### src/rtl/mux_nto1_arb.sv
// ---------------------------------------------------------------------------
// mux_nto1_arb
// N-to-1 valid/ready multiplexer with one registered output stage.
// The channel is chosen either by a fixed select (i_sel) or by a
// round-robin arbiter that searches upward from a rotating pointer.
//
// Ports
//   i_clk    : clock, all state updates on the rising edge
//   i_rst    : synchronous active-high reset
//   i_data   : N_CH packed words, channel k in bits [k*WIDTH +: WIDTH]
//   i_valid  : per-channel valid
//   o_ready  : per-channel accept, one-hot or zero
//   i_mode   : 0 = fixed select via i_sel, 1 = round-robin
//   i_sel    : channel index used in fixed mode
//   o_data   : registered output word
//   o_valid  : o_data / o_ch hold a word
//   i_ready  : downstream accept
//   o_ch     : source channel of the word in o_data
// ---------------------------------------------------------------------------
module mux_nto1_arb #(
  parameter int WIDTH = 8,
  parameter int N_CH  = 4,
  localparam int SELW = (N_CH > 1) ? $clog2(N_CH) : 1
) (
  input  logic                    i_clk,
  input  logic                    i_rst,
  input  logic [N_CH*WIDTH-1:0]   i_data,
  input  logic [N_CH-1:0]         i_valid,
  output logic [N_CH-1:0]         o_ready,
  input  logic                    i_mode,
  input  logic [SELW-1:0]         i_sel,
  output logic [WIDTH-1:0]        o_data,
  output logic                    o_valid,
  input  logic                    i_ready,
  output logic [SELW-1:0]         o_ch
);

  logic [WIDTH-1:0] data_q, data_d;
  logic [SELW-1:0]  ch_q,   ch_d;
  logic             valid_q, valid_d;
  logic [SELW-1:0]  rr_q,   rr_d;

  logic             load_en;
  logic             gnt_vld;
  logic [SELW-1:0]  gnt_idx;
  logic [WIDTH-1:0] gnt_data;
  logic             xfer;

  // The output register may accept a word when empty or being drained.
  assign load_en = !valid_q || i_ready;

  // Grant selection. A fixed select beyond N_CH-1 matches no channel, so it
  // naturally grants nothing.
  always_comb begin
    int c;
    gnt_vld = 1'b0;
    gnt_idx = '0;
    c       = 0;
    if (!i_mode) begin
      for (int k = 0; k < N_CH; k++) begin
        if (i_sel == SELW'(k) && i_valid[k]) begin
          gnt_vld = 1'b1;
          gnt_idx = SELW'(k);
        end
      end
    end else begin
      // Search rr_q, rr_q+1, ... wrapping at N_CH-1; first hit wins.
      for (int off = 0; off < N_CH; off++) begin
        c = int'(rr_q) + off;
        if (c >= N_CH) c = c - N_CH;
        if (!gnt_vld && i_valid[c]) begin
          gnt_vld = 1'b1;
          gnt_idx = SELW'(c);
        end
      end
    end
  end

  // Data mux for the granted channel.
  always_comb begin
    gnt_data = '0;
    for (int k = 0; k < N_CH; k++) begin
      if (gnt_idx == SELW'(k)) gnt_data = i_data[k*WIDTH +: WIDTH];
    end
  end

  // Ready is suppressed during reset so no transfer can happen in that cycle.
  always_comb begin
    o_ready = '0;
    if (gnt_vld && load_en && !i_rst) begin
      for (int k = 0; k < N_CH; k++) begin
        if (gnt_idx == SELW'(k)) o_ready[k] = 1'b1;
      end
    end
  end

  // o_ready is only ever set for a valid channel, so any accepted bit is a transfer.
  assign xfer = |(i_valid & o_ready);

  always_comb begin
    data_d  = data_q;
    ch_d    = ch_q;
    valid_d = valid_q;
    rr_d    = rr_q;
    if (xfer) begin
      data_d  = gnt_data;
      ch_d    = gnt_idx;
      valid_d = 1'b1;
      if (i_mode) begin
        rr_d = (int'(gnt_idx) == N_CH - 1) ? '0 : gnt_idx + 1'b1;
      end
    end else if (i_ready) begin
      valid_d = 1'b0;
    end
  end

  always_ff @(posedge i_clk) begin
    if (i_rst) begin
      data_q  <= '0;
      ch_q    <= '0;
      valid_q <= 1'b0;
      rr_q    <= '0;
    end else begin
      data_q  <= data_d;
      ch_q    <= ch_d;
      valid_q <= valid_d;
      rr_q    <= rr_d;
    end
  end

  assign o_data  = data_q;
  assign o_ch    = ch_q;
  assign o_valid = valid_q;

endmodule

### config.mk
export PLATFORM = sky130hd
export DESIGN_NAME = mux_nto1_arb
export DESIGN_NICKNAME = d
export VERILOG_FILES = /design/src/rtl/mux_nto1_arb.sv
export SDC_FILE = /design/constraint.sdc
export NUM_CORES = 1
export LEC_CHECK = 0
export CAP_MARGIN = 20
export CORE_UTILIZATION = 43
export DETAILED_ROUTE_END_ITERATION = 10
export GPL_ROUTABILITY_DRIVEN = 0
export GPL_TIMING_DRIVEN = 1
export PLACE_DENSITY = 0.86
export REMOVE_ABC_BUFFERS = 1
export SLEW_MARGIN = 30
export SYNTH_ARGS = -nofsm -noshare
export SYNTH_HDL_FRONTEND = slang
export SYNTH_SLANG_ARGS = --single-unit
### constraint.sdc
create_clock -name i_clk -period 7.5 [get_ports i_clk]
set_clock_uncertainty 0.1 [all_clocks]
set_input_delay 1.875 -clock i_clk [delete_from_list [all_inputs] [get_ports i_clk]]
set_output_delay 1.875 -clock i_clk [all_outputs]
set_load 0.05 [all_outputs]
==> impl_metrics.env <==
export IMPL_layout_cells_most_common="clkdlybuf4s50_1"
export IMPL_postSynthCellCount=141
export IMPL_syn_area_um2=1110
export IMPL_fin_util_pct=67.7
export IMPL_die_h_um=52.7
export IMPL_max_freq_mhz=147
export IMPL_wl_um=3120
export IMPL_r2r_start="rr_q[0]"
export IMPL_place_area_um2=1640
export IMPL_vdd_drop_max_v=0.0000946
export IMPL_ant_nets=0
export IMPL_leakage_nw=0.595
export IMPL_cts_setup_buffers=0
export IMPL_die_area_um2=2780
export IMPL_wl_per_cell_um=14.2
export IMPL_hold_path_class="reg -> reg"
export IMPL_hold_path_depth=2
export IMPL_p_per_area_nw_per_um2=145
export IMPL_crit_arrival_ps=4840
export IMPL_grt_usage_pct=23.7
export IMPL_grt_first_pass_wirelength_um=5000
export IMPL_port_buffer_count=56
export IMPL_synth_top_cell_area_share_pct=23.5
export IMPL_period_needed_ps=6820
export IMPL_drv_cap=0
export IMPL_path_max_fanout=19
export IMPL_syn_avg_cell_area_um2=7.85
export IMPL_antenna_cells=0
export IMPL_ys_types=40
export IMPL_cts_tree="built"
export IMPL_r2r_cells=8
export IMPL_hold_path_end="o_data[6]"
export IMPL_end_kind="primary output"
export IMPL_start_kind="input port"
export IMPL_grt_ovfl_total=0
export IMPL_grt_pass1_vias=1119
export IMPL_initial_core_util_pct=45.1
export IMPL_synth_seq_area_share_pct=23.5
export IMPL_ctsRootBufferMaster="clkbuf_4"
export IMPL_clkTransAtPathRegs_ps=70
export IMPL_fillers=194
export IMPL_crit_type="in -> out"
export IMPL_yosysWarnings=0
export IMPL_ios=57
export IMPL_first_iter_violations=60
export IMPL_maxSlewHeadroom_pct=39.2
export IMPL_tightest_slew_ps=911
export IMPL_hold_buffers=0
export IMPL_grt_max_degree=20
export IMPL_die_w_um=52.7
export IMPL_drive_gt1_share_pct=6.32
export IMPL_hpwl_um=2500
export IMPL_avgViaCountPerCell=5.85
export IMPL_drc=1
export IMPL_vias=1288
export IMPL_cts_resized=0
export IMPL_timing_rr_end="rr_q[0]"
export IMPL_fin_area_um2=1660
export IMPL_finalHoldViolations=0
export IMPL_first_pass_iters=7
export IMPL_num_rows=18
export IMPL_fin_setup_tns_ps=0
export IMPL_rsz0062_at_grt="no"
export IMPL_clk_latency_ps=270
export IMPL_area_growth_pct=50.2
export IMPL_reg2reg_setup_slack_ps=4440
export IMPL_required_ps=5530
export IMPL_ys_ff_latch=13
export IMPL_synth_area_leaders="dfxtp_1, o21ai_0, a221o_1"
export IMPL_mostFrequentLayoutCells="clkdlybuf4s50_1, o21ai_0, a21oi_1, dfxtp_1, nor2b_1"
export IMPL_htreeDepth=1
export IMPL_setup_viol=0
export IMPL_failed_checks="design-rule violations"
export IMPL_period_share_pct=90.9
export IMPL_hold_start="o_data[6]"
export IMPL_core_um2=2450
export IMPL_power_uw=242
export IMPL_drv_slew=0
export IMPL_status="complete, but fails checks"
export IMPL_clock_sinks=13
export IMPL_yosys_area_top_type="dfxtp_1"
export IMPL_final_nets=237
export IMPL_antenna_found_initial=0
export IMPL_clk_path_buf_depth=2
export IMPL_numCtsBuffers=3
[power by group]
| group | internal (mW) | total [mW] | switching [mW] |
|---|---|---|---|
| Sequential | 0.0746 | 0.0777 | 0.00313 |
| Clock | 0.0206 | 0.0427 | 0.0221 |
| Combinational | 0.0551 | 0.121 | 0.0664 |
| Total | 0.150 | 0.242 | 0.0916 |
[synthesized netlist by cell type (all sizes together)]
master	n
a211o	1
a211oi	3
a21oi	14
a221o	8
a22oi	2
a2bb2oi	1
a311oi	1
a31oi	1
a32o	1
a32oi	1
and2	5
and2b	3
and3	1
buf	7
clkbuf	4
dfxtp	13
ha	4
inv	3
mux2	1
mux2i	1
nand2	9
nand2b	3
nand3	2
nand3b	1
nand4	8
nor2	5
nor2b	12
nor4	1
nor4b	3
o211a	1
o21ai	19
o21bai	1
or2	1
[layer usage]
metal / routed length (µm) / share of wire [%] / track usage, %
met5: 0 / 0 / 0
met4: 29 / 0.93 / 5.26
met3: 227 / 7.3 / 2.61
met2: 1510 / 48 / 39.9
met1: 1350 / 43 / 31.8
[cell type report]
cell class	count	area, µm²	area share (%)
clock buffer	4	26.3	1.58
inverter	3	11.3	0.677
multi-input combinational	114	767	46.1
sequential	13	260	15.7
tap	30	37.5	2.26
timing repair buffer	56	561	33.7
[worst max-delay path, stage by stage]
cell             delay (ps)
clkdlybuf4s50_1         650
inv_1                   140
nor4b_1                 430
nor4b_2                 160
inv_1                   120
ha_1                    470
and2_1                  200
clkdlybuf4s50_1         800
[registers in the layout, indices dropped and copies added, names as in the netlist]
register	flops
o_ch	2
o_data	8
rr_q	2
o_valid	1
[worst max path at each step]
stage	startpoint	endpoint	slack [ps]	depth (start not counted)
finish	i_mode	o_ready[3]	680	8
global route	i_mode	o_ready[3]	470	8
CTS	i_mode	o_ready[3]	710	8
detailed placement	i_mode	o_ready[3]	720	8
global placement	i_mode	o_ready[3]	880	8
floorplan	i_sel[1]	o_ready[3]	2120	6
[logic make-up (layout without fill, tap and decap cells)]
family | after synthesis | after routing | synth area share, %
AOI/OAI and AO/OA | 54 | 54 | 33.1
and+or+nand+nor | 54 | 54 | 29.7
buffers and inverters | 14 | 63 | 7.23
adders and majority gates | 4 | 4 | 4.52
muxes | 2 | 2 | 1.92
DFF | 13 | 13 | 23.5
[stage by stage]
step / std cells / worst slack, ps / hold WS, ps
floorplan: 130 / 2120 / 383
global placement: 216 / 884 / 366
detailed placement: 216 / 721 / 370
CTS: 220 / 709 / 381
global route: 220 / 473 / 425
finish: 220 / 681 / 381
Note: power is estimated with default switching activity, not from simulation.
